===== config.mk =====
export PLATFORM = sky130hd
export DESIGN_NAME = t03_wishbone_manager
export DESIGN_NICKNAME = d
export VERILOG_FILES = /design/src/rtl/t03_wishbone_manager.sv
export SDC_FILE = /design/constraint.sdc
export NUM_CORES = 1
export LEC_CHECK = 0
export ABC_CLOCK_PERIOD_IN_PS = 2200
export BUFFER_PORTS_ARGS = -buffer_cell sky130_fd_sc_hd__buf_2
export CAP_MARGIN = 5
export CORE_MARGIN = 10
export CORE_UTILIZATION = 48
export CTS_BUF_LIST = sky130_fd_sc_hd__clkbuf_8
export CTS_CLUSTER_SIZE = 40
export DETAILED_ROUTE_END_ITERATION = 8
export GPL_TIMING_DRIVEN = 0
export PLACE_DENSITY_LB_ADDON = 0.3
export SKIP_CTS_REPAIR_TIMING = 1
export SLEW_MARGIN = 15
export SYNTH_ARGS = -nofsm -noshare
export SYNTH_HDL_FRONTEND = slang
export SYNTH_SLANG_ARGS = --single-unit

===== constraint.sdc =====
create_clock -name clk -period 2.2 [get_ports clk]
set_input_delay 0.33 -clock clk [delete_from_list [all_inputs] [get_ports clk]]
set_output_delay 0.33 -clock clk [all_outputs]
set_load 0.01 [all_outputs]

===== src/rtl/t03_wishbone_manager.sv =====
// Single-beat Wishbone classic manager: turns a core read/write request into one
// bus cycle, terminated by ACK_I, ERR_I or an internal timeout.
module t03_wishbone_manager #(
    parameter int unsigned TIMEOUT_CYCLES = 255,
    parameter logic [31:0] ERR_DATA       = 32'hBAD0_BAD0
) (
    input  logic        clk,
    input  logic        nrst,
    input  logic        READ_I,
    input  logic        WRITE_I,
    input  logic [31:0] ADR_I,
    input  logic [31:0] CPU_DAT_I,
    input  logic [3:0]  SEL_I,
    output logic [31:0] CPU_DAT_O,
    output logic        BUSY_O,
    output logic        ERR_O,
    output logic [31:0] ADR_O,
    output logic [31:0] DAT_O,
    output logic [3:0]  SEL_O,
    output logic        WE_O,
    output logic        STB_O,
    output logic        CYC_O,
    input  logic [31:0] DAT_I,
    input  logic        ACK_I,
    input  logic        ERR_I
);

    localparam int CNT_W = (TIMEOUT_CYCLES < 256) ? 8 : $clog2(TIMEOUT_CYCLES + 1);
    // Last BUS cycle index that may still be waited out (TIMEOUT_CYCLES >= 1).
    localparam logic [CNT_W-1:0] CNT_LAST = CNT_W'(TIMEOUT_CYCLES - 1);

    typedef enum logic [1:0] {
        IDLE,
        BUS,
        DONE
    } state_t;

    state_t           state;
    logic [CNT_W-1:0] cnt;
    logic             req;
    logic             fail;

    assign req  = READ_I | WRITE_I;
    assign fail = ERR_I | (cnt == CNT_LAST);

    // Gated by nrst so a request held during reset is not reported as in progress.
    assign BUSY_O = nrst & ((state == BUS) | ((state == IDLE) & req));

    // NOTE: the bus outputs are registers loaded on entry to BUS and cleared on exit,
    // so they are glitch-free and zero in IDLE/DONE without a separate output mux.
    always_ff @(posedge clk or negedge nrst) begin
        if (!nrst) begin
            state     <= IDLE;
            cnt       <= '0;
            CPU_DAT_O <= '0;
            ERR_O     <= 1'b0;
            ADR_O     <= '0;
            DAT_O     <= '0;
            SEL_O     <= '0;
            WE_O      <= 1'b0;
            STB_O     <= 1'b0;
            CYC_O     <= 1'b0;
        end else begin
            case (state)
                IDLE: begin
                    ERR_O <= 1'b0;
                    if (req) begin
                        ADR_O <= ADR_I;
                        DAT_O <= CPU_DAT_I;
                        SEL_O <= SEL_I;
                        WE_O  <= WRITE_I;
                        STB_O <= 1'b1;
                        CYC_O <= 1'b1;
                        cnt   <= '0;
                        state <= BUS;
                    end
                end
                BUS: begin
                    if (fail || ACK_I) begin
                        // Error and timeout both win over a simultaneous ACK_I.
                        if (!WE_O) CPU_DAT_O <= fail ? ERR_DATA : DAT_I;
                        ERR_O <= fail;
                        ADR_O <= '0;
                        DAT_O <= '0;
                        SEL_O <= '0;
                        WE_O  <= 1'b0;
                        STB_O <= 1'b0;
                        CYC_O <= 1'b0;
                        state <= DONE;
                    end else begin
                        cnt <= cnt + 1'b1;
                    end
                end
                DONE: begin
                    ERR_O <= 1'b0;
                    state <= IDLE;
                end
                default: state <= IDLE;
            endcase
        end
    end

endmodule


; ---- After elaboration in Yosys (flattened, before gate mapping)
; Index checks and enable logic that the tools add are counted.
[word_totals]
reg_bits = 113
latch_bits = 0
ram_bits = 0
rom_bits = 0
inputBits = 106
elab_cells = 54
memories = 0
[classes]
addsub = 1
mul = 0
n_div = 0
order_cmp = 0
n_eq_ne = 6
shift = 0
mux = 22
n_bitwise = 6
n_reduce_logical = 10
[ops]
columns = op, count
row1 = 32-bit 2-to-1 mux, 4
row2 = 32-bit one-hot mux with 2 select lines, 2
row3 = 8-bit 2-to-1 mux, 2
row4 = 8-bit one-hot mux with 2 select lines, 1
row5 = 3-bit AND reduction, 3
row6 = 8-bit by 1-bit adder with 8-bit output (second input constant), 1
row7 = 8-bit equality test (second input constant), 1
row8 = 4-bit 2-to-1 mux, 2
row9 = 4-bit one-hot mux with 2 select lines, 1
row10 = 1-bit one-hot mux with 2 select lines, 3
row11 = 1-bit 2-to-1 mux, 4
row12 = 2-bit 2-to-1 mux, 2
row13 = 2-bit != test (second input constant), 2
row14 = 2-bit one-hot mux with 2 select lines, 1
row15 = 2-bit AND reduction, 2
row16 = 2-bit nonzero test, 2
row17 = 1-bit OR, 3
row18 = 1-bit AND, 2
row19 = 2-bit by 1-bit equality test with 1-bit output (second input constant), 1
row20 = 2-bit equality test (second input constant), 1
row21 = 2-bit zero test, 1
row22 = 2-bit by 1-bit != test with 1-bit output (second input constant), 1
row23 = 2-bit OR reduction, 1
row24 = 1-bit logical OR, 1
row25 = 1-bit NOT, 1

; ---- Longest topological paths before layout
; Gate-level depths: netlist of run 1.
[logic_depth]
word_depth = 5
ltp_mapped = 9
depth_no_buf = 6

; ---- Worst setup path after synthesis of run 1
; Ideal clock, no wire load.
[synth_timing]
kind = register -> register
startpoint = reg cnt[0]
endpoint = reg CPU_DAT_O[10]
setup_time_ps = 121
t_arrival_ps = 1670
path_slack_ps = 409
path_stages_with_launch = 9
n_path_buf = 2
cell_sequence = dfrtp_1 > inv_1 > ha_1 > nand3_1 > o21ba_1 > buf_6 > a211o_4 > buf_6 > a22o_1
[synth_between]
elab_chain_len = 4
elab_cells_between_ends = 5
classes_between = eq/ne (1) / mux (1) / bitwise (1) / reduce/logical (2)
[synth_lines]
columns = item, line
row1 = from (decl), 39  ; logic [CNT_W-1:0] cnt;
row2 = from (signal assigned), 91  ; cnt <= cnt + 1'b1;
row3 = 8-bit equality test (*), 44  ; assign fail = ERR_I | (cnt == CNT_LAST);
row4 = 1-bit OR (*), 44
row5 = 1-bit logical OR, 79  ; if (fail || ACK_I) begin
row6 = 3-bit AND reduction (no line), --
row7 = to (signal assigned), 81  ; if (!WE_O) CPU_DAT_O <= fail ? ERR_DATA : DAT_I;
row8 = to (decl), 14  ; output logic [31:0] CPU_DAT_O,
; Mark *: on every way between the ends. The rest lies on a longest branch, timed or not.
; A chain may end at the register's enable or synchronous reset.

; ---- Worst setup path in the final report of run 1
[layout_timing]
startpoint = reg state[0]
endpoint = out BUSY_O
[layout_between]
elab_chain_len = 4
elab_cells_between_ends = 5
classes_between = eq/ne (1) / bitwise (3) / reduce/logical (1)
[layout_lines]
columns = item, line
row1 = from (decl), 38  ; state_t state;
row2 = from (signal assigned), 53  ; state <= IDLE;
row3 = from (signal assigned), 75  ; state <= BUS;
row4 = from (signal assigned), 89  ; state <= DONE;
row5 = 2-bit zero test, 47  ; assign BUSY_O = nrst & ((state == BUS) | ((state == IDLE) & req));
row6 = 1-bit AND, 47
row7 = 1-bit OR (*), 47
row8 = 1-bit AND (*), 47
row9 = to (decl), 15  ; output logic BUSY_O,
; Marks and branches as above.

==> tab_implementation.tex, run 1 <==
\begin{tabular}{lr}
\hline
Metric & Value \\
\hline
\multicolumn{2}{l}{\textbf{Status}} \\
Outcome & finished clean \\
\multicolumn{2}{l}{\textbf{Setup path}} \\
Arrival time at the worst endpoint & 1720 ps \\
Reg-to-reg startpoint & cnt[0]\$\_DFFE\_PN0P\_ \\
Critical Path Source & state[0]\$\_DFFE\_PN0P\_ \\
Endpoint of the most critical register-to-register path & CPU\_DAT\_O[24]\$\_DFFE\_PN0P\_ \\
Worst-case reg-to-reg path depth & 9 \\
Required time at the worst-slack endpoint & 1870 ps \\
Crit end category & output pin \\
Crit path kind & reg2out \\
Internal reg-to-reg setup slack & 200 ps \\
Capture point of the worst path & BUSY\_O \\
Type of element launching the critical path & flip-flop \\
Worst-path fanout max & 10 \\
\multicolumn{2}{l}{\textbf{CTS}} \\
TritonCTS buffer count & 17 \\
Bufs on Longest Clock Path & 2 \\
Clock-pin slew reported for the worst setup and hold paths after clock tree synthesis & 70 ps \\
Clock tree sinks & 113 \\
TritonCTS clock tree & done \\
Clock insertion delay at the later pin of the skew report & 410 ps \\
CTS Root Cell & sky130\_fd\_sc\_hd\_\_clkbuf\_8 \\
Clock H-tree levels & 4 \\
\multicolumn{2}{l}{\textbf{Placement}} \\
Worst slack after detailed placement & -140 ps \\
Placed Area & 5730 µm² \\
Final weighted congestion of routability-driven global placement & 0.784 \\
Half-perimeter wire length after placement & 10.2 mm \\
Total of buffers placed on input and output ports & 210 \\
Total instance count after detailed placement & 769 \\
\multicolumn{2}{l}{\textbf{Die}} \\
Row Count & 35 \\
Width of the die & 117 µm \\
Die span in y & 117 µm \\
Starting density of the core & 0.490 \\
Die Area & 13700 µm² \\
Core outline area & 9200 µm² \\
Top-Level Pins & 211 \\
\multicolumn{2}{l}{\textbf{Logic synthesis}} \\
Cell accounting for the most synthesized area & sky130\_fd\_sc\_hd\_\_dfrtp\_1 \\
Distinct cell type count of the synthesized netlist & 35 \\
Top post-synthesis cells by area & sky130\_fd\_sc\_hd\_\_dfrtp\_1 (63\%), sky130\_fd\_sc\_hd\_\_nand2\_1 (11\%), sky130\_fd\_sc\_hd\_\_a21oi\_1 (8.0\%), sky130\_fd\_sc\_hd\_\_a22o\_1 (3.1\%), sky130\_fd\_sc\_hd\_\_o22a\_1 (3.1\%) \\
Mapped Cells & 447 \\
Top-area cell type share of the netlist area & 0.627 \\
Net count of the mapped netlist & 555 \\
Cell with the most instances after synthesis & sky130\_fd\_sc\_hd\_\_nand2\_1 \\
Per-instance average area after synthesis & 10.1 µm² \\
Netlist area before placement & 4510 µm² \\
Most frequent cells after synthesis & sky130\_fd\_sc\_hd\_\_nand2\_1 (138), sky130\_fd\_sc\_hd\_\_dfrtp\_1 (113), sky130\_fd\_sc\_hd\_\_a21oi\_1 (72) \\
Commonest register cell after synthesis & sky130\_fd\_sc\_hd\_\_dfrtp\_1 \\
Number of synthesis warnings & 0 \\
Fraction of the yosys area taken by sequential cells & 0.627 \\
Flops \& latches, synth & 113 \\
Number of synthesized flops with an enable pin & 0 \\
Asr flop ratio synth & 1.00 \\
\multicolumn{2}{l}{\textbf{Layout}} \\
Total non-filler cell area in the finished layout & 6180 µm² \\
Layout overhead on the synthesized area & 37.1\% \\
Number of antenna repair diodes & 0 \\
Fillers & 738 \\
Final net count & 785 \\
Post-layout instance count excluding filler cells & 800 \\
Fraction of final layout cells sized beyond drive strength 1 & 0.385 \\
\multicolumn{2}{l}{\textbf{GRT}} \\
First-pass GRT wire length & 21.2 mm \\
Maximum number of pins on one net before global-route repair & 60 \\
Remaining Overflow, GRT & 0 \\
Number of global-route vias before repair & 4187 \\
Total track usage & 0.197 \\
Antenna violations before repair & 1 \\
\multicolumn{2}{l}{\textbf{Power}} \\
Max rail drop VDD & 0.726 mV \\
PD cells & 1380 nW/µm² \\
Leakage power & 3.20 nW \\
\multicolumn{2}{l}{\textbf{STA}} \\
Worst Max-Slew Pin Slew & 577 ps \\
Maximum frequency from static timing analysis & 487 MHz \\
Total count of max-transition violations in the final report & 0 \\
RSZ-0062 raised after global routing & false \\
Crit share post-route & 0.933 \\
Clock Skew & 11.3 ps \\
Endpoints failing hold & 0 \\
Slew headroom & 0.611 \\
Setup violators final & 0 \\
Post-route minimum period & 2050 ps \\
Worst Setup Slack, final & 147 ps \\
\multicolumn{2}{l}{\textbf{Route}} \\
Average routed wire per standard cell & 16.9 µm \\
Iteration-0 DRC count of the detailed router & 228 \\
DR pass1 iterations & 4 \\
DRC & 0 \\
Via total after detailed routing & 4040 \\
Wire length after detailed routing & 13.5 mm \\
Antenna-violating nets left & 0 \\
Vias per inst & 5.05 \\
\multicolumn{2}{l}{\textbf{Min path}} \\
Path class of the lowest-slack min-delay path & in2reg \\
Cell depth of the worst min-delay path & 2 \\
Start point of the worst hold path & DAT\_I[25] \\
\multicolumn{2}{l}{\textbf{Job}} \\
Number of max-capacitance violations reported & 0 \\
\hline
\end{tabular}
==> logic make-up after synthesis <==
| logic type | after synthesis | share of synthesized area |
|---|---|---|
| xor+xnor | 1 | 0.00194 |
| flops | 113 | 0.627 |
| compound gates | 126 | 0.177 |
| fa+ha+maj | 2 | 0.00555 |
| simple gates | 165 | 0.148 |
| buf+inv | 40 | 0.0408 |
==> registers in the layout (all words and copies together) (netlist names) <==
register and count:
CYC_O 1, ERR_O 1, CPU_DAT_O 32, ADR_O 32, WE_O 1, DAT_O 32
cnt 8, state 2, SEL_O 4
==> layout make-up <==
| class | instances | area [µm²] | share of cell area |
|---|---|---|---|
| clock buffer | 21 | 289 | 0.0468 |
| inverter | 8 | 30.0 | 0.00486 |
| multi-input combinational | 294 | 1500 | 0.243 |
| buffer | 31 | 161 | 0.0261 |
| tap | 111 | 139 | 0.0225 |
| sequential | 113 | 2830 | 0.458 |
| timing repair buffer | 212 | 1090 | 0.177 |
| clock inverter | 10 | 134 | 0.0217 |
==> critical path: stages (launching register included) <==
cell and delay (ps):
sky130_fd_sc_hd__dfrtp_2 430, sky130_fd_sc_hd__nor2_2 120, sky130_fd_sc_hd__o21ai_1 130, sky130_fd_sc_hd__buf_6 180, sky130_fd_sc_hd__clkbuf_4 190, sky130_fd_sc_hd__a21boi_1 120, sky130_fd_sc_hd__buf_2 140
==> placed cells by master (no fill, tap or decap), drive strengths merged <==
cell	Yosys	final
ha	2	2
o22a	16	16
dlygate4sd3	0	1
nor4b	1	1
o21ba	1	1
xnor2	1	1
nand2	138	138
a21o	1	1
inv	8	9
nor3	1	1
bufinv	0	3
nand4	2	2
nand2b	1	1
o22ai	2	2
and2	2	2
nor2	7	7
buf	19	230
clkbuf	13	33
nand3	9	9
a22o	16	16
a21oi	72	72
or3	2	2
a211o	2	2
clkinvlp	0	1
dfrtp	113	113
a31oi	2	2
a21boi	2	2
o21a	1	1
o311ai	1	1
and3	2	2
clkinv	0	5
a2bb2oi	1	1
o21ai	9	9
==> how the worst min path moves through the flow <==
stage	end
after floorplan	ADR_O[0]$_DFFE_PN0P_
final	CPU_DAT_O[25]$_DFFE_PN0P_
after CTS	CPU_DAT_O[28]$_DFFE_PN0P_
after global routing	CPU_DAT_O[4]$_DFFE_PN0P_
after global placement	CPU_DAT_O[17]$_DFFE_PN0P_
after detailed placement	CPU_DAT_O[28]$_DFFE_PN0P_
==> power breakdown <==
part | total (mW) | switching (mW) | internal (mW)
Clock | 2.04 | 0.805 | 1.23
Combinational | 3.31 | 1.99 | 1.31
Sequential | 3.22 | 0.404 | 2.81
==> layer usage <==
metal / part of all wire / vias up / wire, µm / GRT usage
met2: 0.45 / 173 / 6070 / 0.302
met3: 0.14 / 14 / 1880 / 0.114
met4: 0.0077 / 2 / 104 / 0.0478
li1: - / 1971 / - / -
met1: 0.40 / 1880 / 5440 / 0.235
met5: 0.00096 / - / 13 / 0
==> stage by stage <==
| step | total power, mW | setup TNS, ps | utilization | hold WS, ps |
|---|---|---|---|---|
| finish | 8.56 | 0 | 0.672 | 133 |
| global placement | 6.43 | -51880 | 0.620 | 483 |
| CTS | 8.64 | -6210 | 0.669 | -116 |
| detailed placement | 6.57 | -4460 | 0.623 | 326 |
| global route | 9.22 | 0 | 0.672 | 111 |
| floorplan | 5.13 | 0 | - | 34.4 |
Power figures use the tool's default switching activity.
==> run 2: changes to the inputs <==
--- a/config.mk
+++ b/config.mk
@@ -14,7 +14,7 @@
 export CTS_CLUSTER_SIZE = 40
 export DETAILED_ROUTE_END_ITERATION = 8
 export GPL_TIMING_DRIVEN = 0
-export PLACE_DENSITY_LB_ADDON = 0.3
+export PLACE_DENSITY_LB_ADDON = 0.08
 export SKIP_CTS_REPAIR_TIMING = 1
 export SLEW_MARGIN = 15
 export SYNTH_ARGS = -nofsm -noshare
==> run 2 against run 1 <==
Maximum frequency decreased by 1.1%. Register-to-register slack about the same. Non-clock buffer count unchanged. Core utilization decreased by 0.34 points. Final cell count increased by 0.13%. Flip-flop and latch count unchanged. First-iteration DRC count decreased by 0.88%. Total power decreased by 1.6%. Die area unchanged. Largest cell class unchanged. Highest routed layer is now met4.
==> tab_implementation.tex, run 2 (synthesis results as in run 1) <==
\begin{tabular}{lr}
\hline
Metric & Value \\
\hline
\multicolumn{2}{l}{\textbf{GRT}} \\
First-pass GRT wire length & 20.9 mm \\
Total track usage & 0.194 \\
Maximum number of pins on one net before global-route repair & 72 \\
Remaining Overflow, GRT & 0 \\
Number of global-route vias before repair & 4174 \\
Antenna violations before repair & 0 \\
\multicolumn{2}{l}{\textbf{Power}} \\
Max rail drop VDD & 0.644 mV \\
Total chip power & 8.42 mW \\
PD cells & 1370 nW/µm² \\
Leakage power & 3.17 nW \\
\multicolumn{2}{l}{\textbf{Setup path}} \\
Reg-to-reg startpoint & cnt[0]\$\_DFFE\_PN0P\_ \\
Critical-path cell list & nor2\_2, o21ai\_2, buf\_6, buf\_2, a21boi\_0, buf\_2 \\
Crit path kind & reg2out \\
Most frequent cell on the critical path & sky130\_fd\_sc\_hd\_\_buf\_2 \\
Required time at the worst-slack endpoint & 1870 ps \\
Largest delay contributor family on the critical path & buffers and inverters \\
Delay of the slowest cell on the worst path & 440 ps \\
Worst-path fanout max & 10 \\
Combined buffer and inverter count along the critical path & 3 \\
Slowest-stage cell, CP & sky130\_fd\_sc\_hd\_\_dfrtp\_2 \\
Critical Path Source & state[0]\$\_DFFE\_PN0P\_ \\
Type of element launching the critical path & flip-flop \\
Arrival time at the worst endpoint & 1750 ps \\
Crit end category & output pin \\
\multicolumn{2}{l}{\textbf{Placement}} \\
Placed Area & 5730 µm² \\
Total of buffers placed on input and output ports & 210 \\
Final weighted congestion of routability-driven global placement & 0.812 \\
Worst slack after detailed placement & -170 ps \\
Half-perimeter wire length after placement & 10.1 mm \\
Total instance count after detailed placement & 769 \\
\multicolumn{2}{l}{\textbf{CTS}} \\
TritonCTS clock tree & done \\
Clock insertion delay at the later pin of the skew report & 410 ps \\
Clock H-tree levels & 4 \\
Clock-pin slew reported for the worst setup and hold paths after clock tree synthesis & 70 ps \\
CTS Root Cell & sky130\_fd\_sc\_hd\_\_clkbuf\_8 \\
TritonCTS buffer count & 17 \\
Bufs on Longest Clock Path & 2 \\
Clock tree sinks & 113 \\
\multicolumn{2}{l}{\textbf{Job}} \\
Number of max-capacitance violations reported & 0 \\
\multicolumn{2}{l}{\textbf{Layout}} \\
Final net count & 785 \\
Total non-filler cell area in the finished layout & 6150 µm² \\
Commonest non-fill, non-tap cell in the layout & sky130\_fd\_sc\_hd\_\_buf\_2 \\
Fillers & 766 \\
Post-layout instance count excluding filler cells & 801 \\
Most frequent cells in the layout & sky130\_fd\_sc\_hd\_\_buf\_2 (222), sky130\_fd\_sc\_hd\_\_nand2\_1 (138), sky130\_fd\_sc\_hd\_\_dfrtp\_1 (111), sky130\_fd\_sc\_hd\_\_a21oi\_1 (71), sky130\_fd\_sc\_hd\_\_clkbuf\_8 (18) \\
Largest registers & ADR\_O (32), CPU\_DAT\_O (32), DAT\_O (32) \\
Fraction of final layout cells sized beyond drive strength 1 & 0.387 \\
Utilization after layout & 0.669 \\
Number of antenna repair diodes & 0 \\
Layout overhead on the synthesized area & 36.4\% \\
\multicolumn{2}{l}{\textbf{Die}} \\
Width of the die & 117 µm \\
Die Area & 13700 µm² \\
Die span in y & 117 µm \\
Starting density of the core & 0.490 \\
Core outline area & 9200 µm² \\
Top-Level Pins & 211 \\
Row Count & 35 \\
\multicolumn{2}{l}{\textbf{STA}} \\
Crit share post-route & 0.944 \\
Total count of max-transition violations in the final report & 0 \\
Minimum hold slack & 119 ps \\
Worst Max-Slew Pin Slew & 564 ps \\
RSZ-0062 raised after global routing & false \\
Aggregate negative setup slack & 0 ps \\
Maximum frequency from static timing analysis & 482 MHz \\
Post-route minimum period & 2080 ps \\
Worst Setup Slack, final & 124 ps \\
Clock Skew & 10.2 ps \\
Slew headroom & 0.620 \\
Setup violators final & 0 \\
Endpoints failing hold & 0 \\
\multicolumn{2}{l}{\textbf{Min path}} \\
Start point of the worst hold path & DAT\_I[31] \\
Path class of the lowest-slack min-delay path & in2reg \\
\multicolumn{2}{l}{\textbf{Route}} \\
Via total after detailed routing & 4076 \\
Vias per inst & 5.09 \\
Average routed wire per standard cell & 17.0 µm \\
Iteration-0 DRC count of the detailed router & 226 \\
Antenna-violating nets left & 0 \\
DRC & 0 \\
Wire length after detailed routing & 13.6 mm \\
DR pass1 iterations & 4 \\
\multicolumn{2}{l}{\textbf{Status}} \\
Outcome & finished clean \\
\hline
\end{tabular}
## run 2: cell types whose count changed in the layout (fill, tap and decap cells not counted)
cell and change:
sky130_fd_sc_hd__clkinv_4 +1, sky130_fd_sc_hd__bufinv_16 -1, sky130_fd_sc_hd__o21ai_1 -1, sky130_fd_sc_hd__a21boi_0 +1, sky130_fd_sc_hd__a21boi_1 -1, sky130_fd_sc_hd__buf_2 +1
sky130_fd_sc_hd__clkinvlp_4 +4, sky130_fd_sc_hd__clkbuf_8 -3, sky130_fd_sc_hd__clkbuf_4 -1, sky130_fd_sc_hd__o21ai_2 +1
## run 2: metal layers
metal	routed length, µm	GRT usage
met5	0	0
met4	110	0.0535
met3	1540	0.0907
met2	6410	0.309
met1	5530	0.231
## run 2: power by group
| group | leakage [nW] | switching, mW | total [mW] | internal (mW) |
|---|---|---|---|---|
| Combinational | 1.56 | 1.98 | 3.29 | 1.31 |
| Sequential | 1.42 | 0.404 | 3.21 | 2.81 |
| Clock | 0.188 | 0.894 | 1.92 | 1.03 |
| Total | 3.17 | 3.28 | 8.42 | 5.15 |
## run 2: final cells by class
cell class	instances	area, µm²	area share
Clock inverter	14	143	0.0232
Tap cell	111	139	0.0226
Inverter	8	30.0	0.00488
Sequential cell	113	2830	0.460
Timing Repair Buffer	212	1090	0.178
Buffer	31	159	0.0258
Clock buffer	18	248	0.0403
Multi-Input combinational cell	294	1510	0.245
## run 2: final timing paths
kind	endpoint	slack [ps]	depth (start not counted)
hold / removal	CPU_DAT_O[31]$_DFFE_PN0P_	120	2
setup / recovery	BUSY_O	120	6
setup reg to reg	ADR_O[25]$_DFFE_PN0P_	190	8
min in group asynchronous	CPU_DAT_O[9]$_DFFE_PN0P_	390	2
max in group asynchronous	state[0]$_DFFE_PN0P_	1110	3
hold reg to reg	CPU_DAT_O[20]$_DFFE_PN0P_	500	1
